`config.mk`:
```
export PLATFORM = sky130hd
export DESIGN_NAME = writeback_stage
export DESIGN_NICKNAME = d
export VERILOG_FILES = /design/src/rtl/writeback_stage_pkg.sv /design/src/rtl/writeback_stage_gencc.sv /design/src/rtl/writeback_stage.sv
export SDC_FILE = /design/constraint.sdc
export NUM_CORES = 1
export LEC_CHECK = 0
export ABC_AREA = 1
export BUFFER_PORTS_ARGS = -buffer_cell sky130_fd_sc_hd__clkbuf_2
export CORE_MARGIN = 2
export CORE_UTILIZATION = 57
export DETAILED_ROUTE_END_ITERATION = 10
export PLACE_DENSITY = 0.86
export SLEW_MARGIN = 10
export SYNTH_ARGS = -nofsm -noshare
export SYNTH_HDL_FRONTEND = slang
export SYNTH_SLANG_ARGS = --single-unit
```
`constraint.sdc`:
```
create_clock -name clk -period 2.3 [get_ports clk]
set_input_delay 0.23 -clock clk [delete_from_list [all_inputs] [get_ports clk]]
set_output_delay 0.23 -clock clk [all_outputs]
set_load 0.05 [all_outputs]
```
`src/rtl/writeback_stage_pkg.sv`:
```
// Shared LC-3b types for the write-back stage: result selector, condition codes
// and the registered MEM/WB bundle.
package writeback_stage_pkg;

  typedef enum logic [1:0] {WB_ALU, WB_WORD, WB_BYTE, WB_PC} lc3b_wbsel;

  typedef logic [2:0] lc3b_nzp;

  localparam lc3b_nzp NZP_Z = 3'b010;

  typedef struct packed {
    logic        valid;
    logic        regwrite;
    logic        load_cc;
    lc3b_wbsel   wbsel;
    logic [2:0]  dest;
    logic [15:0] alu_out;
    logic [15:0] rdata;
    logic        addr_lsb;
    logic [15:0] pc;
  } memwb_t;

  function automatic logic [15:0] sext8(input logic [7:0] b);
    return {{8{b[7]}}, b};
  endfunction

endpackage

```
`src/rtl/writeback_stage_gencc.sv`:
```
// Condition-code generator: maps a 16-bit word to {n,z,p} with exactly one bit set.
// Shared with the branch-compare logic.
module writeback_stage_gencc
  import writeback_stage_pkg::*;
(
  input  logic [15:0] data_i,
  output lc3b_nzp     nzp_o
);

  logic is_zero;

  assign is_zero = (data_i == 16'h0000);
  assign nzp_o   = {data_i[15], is_zero, ~data_i[15] & ~is_zero};

endmodule

```
`src/rtl/writeback_stage.sv`:
```
// LC-3b write-back stage: MEM/WB register, result select, regfile write port,
// NZP update, forwarding tap and retired-instruction counter.
module writeback_stage
  import writeback_stage_pkg::*;
#(
  parameter int      CNT_WIDTH = 32,
  parameter lc3b_nzp RESET_NZP = NZP_Z
) (
  input  logic                 clk,
  input  logic                 reset_n,
  input  logic                 stall,
  input  logic                 mem_valid,
  input  logic                 mem_regwrite,
  input  logic                 mem_load_cc,
  input  lc3b_wbsel            mem_wbsel,
  input  logic [2:0]           mem_dest,
  input  logic [15:0]          mem_alu_out,
  input  logic [15:0]          mem_rdata,
  input  logic                 mem_addr_lsb,
  input  logic [15:0]          mem_pc,
  output logic                 load_regfile,
  output logic [2:0]           write_register,
  output logic [15:0]          write_data,
  output lc3b_nzp              nzp,
  output logic                 fwd_valid,
  output logic [2:0]           fwd_dest,
  output logic [15:0]          fwd_data,
  output logic [CNT_WIDTH-1:0] retired
);

  memwb_t                 memwb_q;
  logic                   committed_q, committed_d;
  lc3b_nzp                nzp_q, nzp_d;
  logic [CNT_WIDTH-1:0]   retired_q, retired_d;

  logic                   commit;
  logic [15:0]            result;
  lc3b_nzp                result_nzp;

  always_comb begin
    result = memwb_q.alu_out;
    case (memwb_q.wbsel)
      WB_ALU:  result = memwb_q.alu_out;
      WB_WORD: result = memwb_q.rdata;
      WB_BYTE: result = memwb_q.addr_lsb ? sext8(memwb_q.rdata[15:8])
                                         : sext8(memwb_q.rdata[7:0]);
      WB_PC:   result = memwb_q.pc;
      default: result = memwb_q.alu_out;
    endcase
  end

  writeback_stage_gencc u_gencc (
    .data_i (result),
    .nzp_o  (result_nzp)
  );

  // The commit edge is the one edge the regfile latches this instruction; the
  // flag keeps a long stall from repeating the write, NZP update or count.
  assign commit = memwb_q.valid & ~committed_q;

  always_comb begin
    committed_d = committed_q;
    nzp_d       = nzp_q;
    retired_d   = retired_q;
    if (!stall)
      committed_d = 1'b0;
    else if (commit)
      committed_d = 1'b1;
    if (commit) begin
      retired_d = retired_q + CNT_WIDTH'(1);
      if (memwb_q.load_cc)
        nzp_d = result_nzp;
    end
  end

  always_ff @(posedge clk or negedge reset_n) begin
    if (!reset_n) begin
      memwb_q     <= '0;
      committed_q <= 1'b0;
      nzp_q       <= RESET_NZP;
      retired_q   <= '0;
    end else begin
      if (!stall)
        memwb_q <= '{valid:    mem_valid,
                     regwrite: mem_regwrite,
                     load_cc:  mem_load_cc,
                     wbsel:    mem_wbsel,
                     dest:     mem_dest,
                     alu_out:  mem_alu_out,
                     rdata:    mem_rdata,
                     addr_lsb: mem_addr_lsb,
                     pc:       mem_pc};
      committed_q <= committed_d;
      nzp_q       <= nzp_d;
      retired_q   <= retired_d;
    end
  end

  assign load_regfile   = commit & memwb_q.regwrite;
  assign write_register = memwb_q.dest;
  assign write_data     = result;
  assign nzp            = nzp_q;
  // Stays up after commit so a reader arriving late still sees the value.
  assign fwd_valid      = memwb_q.valid & memwb_q.regwrite;
  assign fwd_dest       = memwb_q.dest;
  assign fwd_data       = result;
  assign retired        = retired_q;

endmodule

```
==> key figures, run 1 <==
Synth
  – Yosys warns: 0
  – EDFF count, synth: 0
  – Asr flop ratio synth: 1.00
  – Synth top cells by count: 244 x nand2_1, 92 x dfrtp_1, 56 x inv_1
  – Flops & latches, synth: 93
  – Mapped Area: a little over 0.005 mm^2
  – Synth top area cells: dfrtp_1 46%, nand2_1 18%, nand3_1 5.0%
  – Synth top area share: 0.458
  – Post-Syn Instances: approximately 630
  – Top-count cell post-synth: nand2_1
  – Top FF cell, synth: dfrtp_1
  – Cell accounting for the most synthesized area: dfrtp_1
  – Seq/Total Area, Yosys: 0.463
  – Count of different cell masters after synthesis: 32
  – Mapped Avg Cell Area: between 8 and 9 um^2
  – Syn_nets: 688

Final layout
  – Layout net count: between 700 and 800
  – ANT cells: 0
  – Area growth syn-to-layout: 16.3%
  – Fin util: 0.677
  – Layout cells sized above 1: 0.277

Worst hold path
  – WHS Endpoint: memwb_q[47]
  – Hold path cells: 3
  – Worst min path class: in2reg
  – Hold_sp: mem_alu_out[14]

Setup path
  – Reg2Reg Depth: 7
  – R2r setup slk: about 0.44 ns
  – Crit path kind: reg2out
  – Startpoint Class: flip-flop
  – Worst EP arrival: around 2.0 ns
  – Critical Path Start: memwb_q[52]
  – Reg2reg end: retired[20]
  – Crit-path max FO: 11
  – Worst Path Required: between 2 and 2.5 ns
  – Reg-to-Reg Start: retired[0]
  – CP endpoint kind: output port

Clocking
  – Total CTS buffers: 9
  – CTS tree: done
  – Clock slew seen by the registers of the worst setup and hold paths: about 0.10 ns
  – Max Buffers Root-to-Sink: 2
  – Total clock sinks: 93
  – Clk_lat worst skew: roughly 0.36 ns
  – CTS root buf: clkbuf_8
  – H-tree levels: 3

Route
  – Total Wirelength: ~12000 um
  – Residual DRC count: 0
  – WL per Instance: roughly 14 um
  – Via count: roughly 4.4k
  – Antenna-violating nets left: 0
  – Vias per inst: 5.21
  – First-pass iteration count of the detailed router: 5
  – Iteration-0 DRC Markers: roughly 280

STA
  – Final-report setup violation count: 0
  – Actual slew at the worst max-slew pin: approximately 0.61 ns
  – Fmax: between 0.4 and 0.5 GHz
  – Final Hold Viols: 0
  – Rel. slew slack: 0.595
  – Slew Viols, Final: 0
  – Worst clock skew: 0.0151 ns
  – Fin crit share: 0.951
  – Final WS setup: between 0.1 and 0.15 ns
  – Setup TNS: 0 ns
  – Final min period: ~2.2 ns

GRT
  – Largest net degree at the start of global routing: 49
  – Grt met2 use: 0.384
  – Met1 Track Usage GR: 0.399
  – Vias in the first global route: 4209
  – Grt ovf: 0
  – First-pass GRT wire length: about 20000 um
  – Global Route Usage Sum: 0.259
  – Initial antenna violation count: 0
  – GR Util met3: 0.0265
  – Busiest grt layer: met1

Pwr
  – Reg power frac: 0.429
  – Clock Power Share: 0.254
  – Net Switching: approximately 0.0019 W
  – Worst vdd ir: between 0.0003 and 0.0004 V
  – Combinational share of power: 0.317
  – PwrDens: between 700 and 800 mW/mm^2
  – Design Power: ~0.0045 W
  – Switching Share: 0.412
  – Lkg Pwr: about 3.3 nW
  – Internal power: roughly 0.0026 W

Floorplan
  – Die H: approximately 98 um
  – Die X: 97.9 um
  – Die Area: between 0.009 and 0.01 mm^2
  – Core area: about 0.0086 mm^2
  – Std-Cell Rows: 34
  – Initial core utilization: 0.582
  – # IOs: between 100 and 150

Outcome
  – Status: completed

Placement
  – Dpl hpwl: between 9000 and 10000 um
  – Port Buffers: about 130
  – Worst slack, placed: about 0.44 ns
  – Routability-driven placement congestion ratio: a little under 1

Job
  – Max-cap violations: 0
==> state kept, by name, summed over array words and instances (netlist names) <==
signal       cells
nzp              3
fwd_dest         3
committed_q      1
retired         32
memwb_q         54
==> area by class of cell <==
cell class,count,area (um^2)
sequential,93,2330
multi-input combinational,425,2140
fill,701,2790
inverter,65,254
clock buffer,9,124
timing repair buffer,144,788
tap,108,135
clock inverter,7,82.6
==> kinds of logic after synthesis <==
family,synth area share
and+or+nand+nor,0.348
buffers and inverters,0.112
DFF,0.463
xor gates and xnor gates,0.0537
AOI/OAI and AO/OA,0.0209
adders and majority gates,0.00249
==> critical path, stage by stage (launching register included) <==
cell and delay (ns):
dfrtp_1 0.59, buf_4 0.26, nand2_1 0.08, nand2_1 0.07, nand2_1 0.05, nand2_1 0.07, nand2_1 0.11, inv_1 0.09
clkbuf_2 0.27
==> placed cells by master (no fill, tap or decap), types with 2 or more instances in the layout <==
cell / n
a21oi_1: 2
buf_12: 3
buf_4: 7
clkbuf_2: 133
clkbuf_8: 9
clkinv_1: 4
dfrtp_1: 92
inv_1: 55
inv_2: 4
inv_6: 3
inv_8: 2
nand2_1: 244
nand2_2: 4
nand2_4: 2
nand3_1: 50
nand3_2: 13
nand4_1: 4
nor2_1: 24
nor2_2: 8
nor2_4: 6
nor2_8: 2
nor3_1: 11
o21ai_0: 19
xnor2_1: 13
xor2_1: 16
==> power groups by stage <==
stage / registers [W] / clock network, W / logic (W)
after global routing: 0.00196 / 0.00122 / 0.00153
after CTS: 0.00193 / 0.00116 / 0.00142
after detailed placement: 0.00196 / 0 / 0.00141
after global placement: 0.00195 / 0 / 0.00139
final: 0.00193 / 0.00114 / 0.00143
after floorplan: 0.00211 / 0 / 0.000973
==> metal layers <==
| layer | vias up | routed length (um) |
|---|---|---|
| li1 | 2126 | - |
| met1 | 2089 | 5490 |
| met2 | 189 | 5580 |
| met3 | 26 | 776 |
| met4 | 0 | 301 |
| met5 | - | 0 |
==> how the worst max path moves through the flow <==
stage	end	slack (ns)	cells after the start
global route	write_data[2]	-0.02	8
detailed placement	fwd_data[4]	0.44	5
finish	fwd_data[2]	0.11	8
CTS	fwd_data[4]	0.05	5
global placement	fwd_data[4]	0.49	5
floorplan	retired[22]	0.39	9
==> per-stage QoR <==
step | instance area, um^2 | hold slack (ns) | std cells
after floorplan | 5030 | -0.0656 | 627
after CTS | 5830 | 0.0586 | 850
final | 5850 | 0.0674 | 851
after global placement | 5610 | 0.275 | 833
after global routing | 5850 | 0.0683 | 851
after detailed placement | 5610 | 0.282 | 833
==> what timing repair did <==
| item | CTS | global route |
|---|---|---|
| hold buffers | 1 | 0 |
| gates resized for setup | 0 | 0 |
| setup endpoints to repair | 0 | 13 |
| buffers inserted | 0 | 1 |
| endpoints found under the hold margin | 44 | 0 |
Power figures use the tool's default switching activity.
==> run 2, diff against run 1 <==
--- a/config.mk
+++ b/config.mk
@@ -8,10 +8,13 @@
 export ABC_AREA = 1
 export BUFFER_PORTS_ARGS = -buffer_cell sky130_fd_sc_hd__clkbuf_2
 export CORE_MARGIN = 2
-export CORE_UTILIZATION = 57
+export CORE_UTILIZATION = 59
+export CTS_BUF_LIST = sky130_fd_sc_hd__clkbuf_2 sky130_fd_sc_hd__clkbuf_4 sky130_fd_sc_hd__clkbuf_8
 export DETAILED_ROUTE_END_ITERATION = 10
-export PLACE_DENSITY = 0.86
+export PLACE_DENSITY = 0.88
+export RECOVER_POWER = 50
 export SLEW_MARGIN = 10
 export SYNTH_ARGS = -nofsm -noshare
 export SYNTH_HDL_FRONTEND = slang
 export SYNTH_SLANG_ARGS = --single-unit
+export TNS_END_PERCENT = 30
==> run 2 against run 1 <==
- cell count down 0.71%
- critical endpoint is now write_data[4]
- critical path type unchanged
- via count fell by 2.3%
- core utilization up 2.3 points
- hold slack got worse by 0.0072 ns
==> key figures, run 2 (synthesis gave the netlist of run 1 again) <==
Pwr
  – Worst vdd ir: 0.000307 V (was 0.000351 V)
  – PwrDens: 776 mW/mm^2 (was 770 mW/mm^2)
  – Lkg Pwr: 3.26 nW (was 3.28 nW)

Floorplan
  – Std-Cell Rows: 33 (was 34)
  – Core area: 0.00826 mm^2 (was 0.00864 mm^2)
  – Die X: 96.3 um (was 97.9 um)
  – Die H: 96.3 um (was 97.9 um)
  – Die Area: 0.00928 mm^2 (was 0.00959 mm^2)
  – # IOs: 135 (unchanged)
  – Initial core utilization: 0.609 (was 0.582)

Clocking
  – CTS tree: done (unchanged)
  – Clock slew seen by the registers of the worst setup and hold paths: 0.10 ns (about the same)
  – Max Buffers Root-to-Sink: 2 (unchanged)
  – Total clock sinks: 93 (unchanged)
  – Clk_lat worst skew: 0.36 ns (about the same)
  – H-tree levels: 3 (unchanged)
  – CTS root buf: clkbuf_8 (unchanged)
  – Total CTS buffers: 9 (unchanged)

Placement
  – Dpl hpwl: 9430 um (was 9010 um)
  – Port Buffers: 134 (unchanged)
  – Routability-driven placement congestion ratio: 0.957 (was 0.964)
  – Worst slack, placed: 0.489 ns (was 0.438 ns)

Setup path
  – Crit path kind: reg2out (unchanged)
  – R2r setup slk: 0.38 ns (was 0.44 ns)
  – Worst Path Required: 2.07 ns (about the same)
  – Reg2Reg Depth: 10 (was 7)
  – Reg2reg end: retired[29] (was retired[20])
  – CP endpoint kind: output port (unchanged)
  – Largest delay contributor family on the critical path: buffers and inverters (unchanged)
  – Crit path to: write_data[4] (was fwd_data[2])
  – CP max stage cell: dfrtp_1 (unchanged)
  – Stages on the worst setup path: 7 (was 8)
  – Crit-path max FO: 23 (was 11)
  – CP max stage delay: 0.41 ns (was 0.59 ns)
  – Critical Path Start: memwb_q[52] (unchanged)
  – Reg-to-Reg Start: committed_q (was retired[0])
  – Startpoint Class: flip-flop (unchanged)
  – CP most frequent cell: nand3_1 (was nand2_1)
  – WP buf/inv: 4 (was 3)
  – CP Cell Sequence: buf_6 -> buf_4 -> nand3_1 -> nand2_1 -> inv_1 -> nand3_1 -> clkbuf_2 (was buf_4 -> nand2_1 -> nand2_1 -> nand2_1 -> nand2_1 -> nand2_1 -> inv_1 -> clkbuf_2)
  – Worst EP arrival: 1.90 ns (was 1.96 ns)

GRT
  – Vias in the first global route: 4166 (was 4209)
  – Grt ovf: 0 (unchanged)
  – Largest net degree at the start of global routing: 58 (was 49)
  – First-pass GRT wire length: 19700 um (was 20300 um)
  – Global Route Usage Sum: 0.279 (was 0.259)
  – Initial antenna violation count: 0 (unchanged)

STA
  – Final Hold Viols: 0 (unchanged)
  – Slew Viols, Final: 0 (unchanged)
  – Setup TNS: 0 ns (unchanged)
  – RSZ-0062 raised after global routing: false
  – Final-report setup violation count: 0 (unchanged)
  – Final WS setup: 0.172 ns (was 0.112 ns)
  – Final min period: 2.13 ns (was 2.19 ns)
  – Worst clock skew: 0.0162 ns (was 0.0151 ns)
  – Actual slew at the worst max-slew pin: 1.12 ns (was 0.608 ns)
  – Fmax: 0.470 GHz (was 0.457 GHz)
  – Fin crit share: 0.925 (was 0.951)
  – Rel. slew slack: 0.254 (was 0.595)

Job
  – Max-cap violations: 0 (unchanged)

Final layout
  – Max reg flops: 54 (unchanged)
  – Highest-count cells in the layout ignoring fill and taps: 245 x nand2_1, 133 x clkbuf_2, 92 x dfrtp_1, 57 x inv_1, 50 x nand3_1 (was 244 x nand2_1, 133 x clkbuf_2, 92 x dfrtp_1, 55 x inv_1, 50 x nand3_1)
  – ANT cells: 0 (unchanged)
  – Fillers: 684 (was 701)
  – Most flop-heavy register: memwb_q (unchanged)
  – Most common cell after layout, fill and taps aside: nand2_1 (unchanged)
  – Layout cells sized above 1: 0.268 (was 0.277)
  – Area growth syn-to-layout: 15.0% (was 16.3%)
  – Layout net count: 796 (was 799)

Worst hold path
  – Hold path cells: 3 (unchanged)
  – Worst min path class: in2reg (unchanged)
  – Hold_sp: mem_pc[14] (was mem_alu_out[14])

Route
  – Residual DRC count: 0 (unchanged)
  – Total Wirelength: 12300 um (was 12100 um)
  – Via count: 4330 (was 4430)
  – WL per Instance: 14.6 um (was 14.3 um)
  – Antenna-violating nets left: 0 (unchanged)
  – Vias per inst: 5.12 (was 5.21)
  – First-pass iteration count of the detailed router: 4 (was 5)
  – Iteration-0 DRC Markers: 232 (was 276)

Outcome
  – Status: completed (unchanged)
[run 2: area by class of cell]
cell class	count	area, um^2	share of cell area
multi-input combinational	425	2120	0.367
sequential	93	2330	0.403
tap	105	131	0.0227
inverter	65	254	0.0439
timing repair buffer	141	738	0.128
clock inverter	6	71.3	0.0123
clock buffer	10	138	0.0238
[run 2: through the flow]
| step | hold slack, ns | util | cell area, um^2 | std cells | power, W |
|---|---|---|---|---|---|
| final | 0.0601 | 0.700 | 5780 | 845 | 0.00449 |
| after global placement | 0.259 | 0.677 | 5590 | 828 | 0.00335 |
| after CTS | 0.0501 | 0.704 | 5810 | 845 | 0.00451 |
| after global routing | 0.0632 | 0.700 | 5780 | 845 | 0.00470 |
| after floorplan | -0.0656 | - | 5030 | 627 | 0.00309 |
| after detailed placement | 0.263 | 0.677 | 5590 | 828 | 0.00338 |
[run 2: how the worst min path moves through the flow]
| stage | to |
|---|---|
| after floorplan | committed_q |
| after global placement | memwb_q[44] |
| after detailed placement | memwb_q[44] |
| after CTS | memwb_q[11] |
| after global routing | memwb_q[8] |
| final | memwb_q[14] |
[run 2: routing by layer]
| metal | up-vias | GRT usage | routed length (um) |
|---|---|---|---|
| met4 | 0 | 0.0986 | 337 |
| met2 | 170 | 0.435 | 5710 |
| met5 | - | 0 | 0 |
| li1 | 2118 | - | - |
| met1 | 2014 | 0.389 | 5550 |
| met3 | 28 | 0.0587 | 723 |
[run 2: tightest hold or removal path, stage by stage]
cell and delay [ns]:
clkbuf_2 0.07, nand2_1 0.04, nand2_1 0.04
[run 2: what timing repair did]
item                       4_1_cts  5_1_grt
setup buffers                    0        0
hold buffers                     1        0
hold endpoints to repair        42        0
setup endpoints to repair        0        7
gates resized for setup          0        2
[run 2: power breakdown]
part	total, W	switching [W]	internal [W]
Clock	0.00114	0.000597	0.000542
Combinational	0.00142	0.00109	0.000332
Sequential	0.00193	0.000149	0.00178
Total	0.00449	0.00183	0.00265
==> run 3, diff against run 2 <==
--- a/config.mk
+++ b/config.mk
@@ -13,6 +13,7 @@
 export DETAILED_ROUTE_END_ITERATION = 10
 export PLACE_DENSITY = 0.88
 export RECOVER_POWER = 50
+export REMOVE_ABC_BUFFERS = 1
 export SLEW_MARGIN = 10
 export SYNTH_ARGS = -nofsm -noshare
 export SYNTH_HDL_FRONTEND = slang
==> run 3 against run 2 <==
- power rose by 2.3%
- clock skew fell by 0.0076 ns
- setup slack got worse by 0.059 ns
- die area did not move
- critical endpoint is now fwd_data[12]
- highest routed layer unchanged
==> key figures, run 3 (synthesis gave the netlist of run 1 again) <==
Final layout
  – Most common cell after layout, fill and taps aside: nand2_1 (unchanged)
  – Max reg flops: 54 (unchanged)
  – Area growth syn-to-layout: 15.7% (was 15.0%)
  – ANT cells: 0 (unchanged)
  – Layout net count: 800 (was 796)
  – Highest-count cells in the layout ignoring fill and taps: 245 x nand2_1, 134 x clkbuf_2, 92 x dfrtp_1, 56 x inv_1, 50 x nand3_1 (was 245 x nand2_1, 133 x clkbuf_2, 92 x dfrtp_1, 57 x inv_1, 50 x nand3_1)
  – Most flop-heavy register: memwb_q (unchanged)
  – Fillers: 656 (was 684)
  – Layout cells sized above 1: 0.270 (was 0.268)
  – Fin cells: 849 (was 845)

STA
  – Actual slew at the worst max-slew pin: 0.924 ns (was 1.12 ns)
  – RSZ-0062 raised after global routing: false (unchanged)
  – Worst clock skew: 0.00853 ns (was 0.0162 ns)
  – Final WS setup: 0.113 ns (was 0.172 ns)
  – Fin crit share: 0.951 (was 0.925)
  – Setup TNS: 0 ns (unchanged)
  – Final Hold Slack: 0.0579 ns (was 0.0601 ns)
  – Fmax: 0.457 GHz (was 0.470 GHz)
  – Final min period: 2.19 ns (was 2.13 ns)
  – Rel. slew slack: 0.383 (was 0.254)
  – Slew Viols, Final: 0 (unchanged)
  – Final Hold Viols: 0 (unchanged)
  – Final-report setup violation count: 0 (unchanged)

Setup path
  – Worst Path Required: 2.07 ns (about the same)
  – Crit path kind: reg2out (unchanged)
  – Startpoint Class: flip-flop (unchanged)
  – CP endpoint kind: output port (unchanged)
  – Worst EP arrival: 1.96 ns (was 1.90 ns)
  – Crit-path max FO: 9 (was 23)

Placement
  – Port Buffers: 134 (unchanged)
  – Placed Cells incl. Taps: 831 (was 828)
  – Worst slack, placed: 0.468 ns (was 0.489 ns)
  – Dpl hpwl: 8740 um (was 9430 um)
  – Routability-driven placement congestion ratio: 0.920 (was 0.957)

Clocking
  – Clk_lat worst skew: 0.36 ns (about the same)
  – CTS root buf: clkbuf_8 (unchanged)
  – Total CTS buffers: 9 (unchanged)
  – Total clock sinks: 93 (unchanged)
  – Clock slew seen by the registers of the worst setup and hold paths: 0.09 ns (was 0.10 ns)
  – CTS tree: done (unchanged)
  – H-tree levels: 3 (unchanged)
  – Max Buffers Root-to-Sink: 2 (unchanged)

GRT
  – Initial antenna violation count: 0 (unchanged)
  – Vias in the first global route: 4352 (was 4166)
  – First-pass GRT wire length: 19500 um (was 19700 um)
  – Global Route Usage Sum: 0.273 (was 0.279)
  – Grt ovf: 0 (unchanged)
  – Largest net degree at the start of global routing: 63 (was 58)

Route
  – Residual DRC count: 0 (unchanged)
  – Vias per inst: 5.23 (was 5.12)
  – Via count: 4442 (was 4330)
  – Iteration-0 DRC Markers: 207 (was 232)
  – First-pass iteration count of the detailed router: 5 (was 4)
  – Total Wirelength: 11900 um (was 12300 um)
  – WL per Instance: 14.0 um (was 14.6 um)
  – Antenna-violating nets left: 0 (unchanged)

Pwr
  – Worst vdd ir: 0.000471 V (was 0.000307 V)
  – Lkg Pwr: 3.27 nW (was 3.26 nW)
  – Design Power: 0.00459 W (was 0.00449 W)
  – PwrDens: 789 mW/mm^2 (was 776 mW/mm^2)

Floorplan
  – Core area: 0.00826 mm^2 (unchanged)
  – Die X: 96.3 um (unchanged)
  – Die Area: 0.00928 mm^2 (unchanged)
  – Initial core utilization: 0.609 (unchanged)
  – Std-Cell Rows: 33 (unchanged)
  – Die H: 96.3 um (unchanged)
  – # IOs: 135 (unchanged)

Outcome
  – Status: completed (unchanged)

Worst hold path
  – Worst min path class: in2reg (unchanged)

Job
  – Max-cap violations: 0 (unchanged)
==> run 3: worst max-delay path: stages, from the launching register on <==
cell and delay (ns):
dfrtp_1 0.60, inv_6 0.09, nand2_1 0.12, nand3_4 0.20, nand3_1 0.26, clkbuf_2 0.32
==> run 3: through the flow <==
step                instance area [um^2]  utilization
floorplan                           4720            -
finish                              5820        0.705
global placement                    5600        0.678
CTS                                 5840        0.707
global route                        5820        0.705
detailed placement                  5600        0.678
==> run 3: power breakdown <==
part	switching [W]	internal, W	total (W)
sequential	0.000149	0.00178	0.00193
combinational	0.00109	0.000338	0.00143
clock	0.000579	0.000656	0.00124
==> run 3: cell type report <==
type	instances	area (um^2)	area share
inverters	65	254	0.0436
flip-flops and latches	93	2330	0.400
repair buffers	145	757	0.130
multi-input cells	425	2120	0.364
well taps	105	131	0.0226
clock buffers	11	145	0.0249
clock inverters	5	83.8	0.0144
==> run 3: worst paths after layout <==
check	startpoint	endpoint	slack, ns	cells after the start
min reg2reg	retired[31]	retired[31]	0.48	1
max	memwb_q[16]	fwd_data[12]	0.11	5
min in group asynchronous	reset_n	retired[9]	0.48	2
max in group asynchronous	reset_n	memwb_q[24]	0.42	3
max reg2reg	memwb_q[16]	nzp[0]	0.39	10
min	mem_alu_out[14]	memwb_q[47]	0.06	3
==> run 3: repair_timing <==
action / 4_1_cts / 5_1_grt
endpoints found under the hold margin: 31 / 0
setup buffers: 0 / 1
setup endpoints to repair: 0 / 3
gates resized for setup: 0 / 0
hold buffers: 1 / 0
==> run 3: layer usage <==
metal | routed length [um] | global-route usage | share of wire
met1 | 4710 | 0.326 | 0.40
met2 | 5990 | 0.480 | 0.50
met3 | 924 | 0.0556 | 0.078
met4 | 260 | 0.110 | 0.022
met5 | 0 | 0 | 0
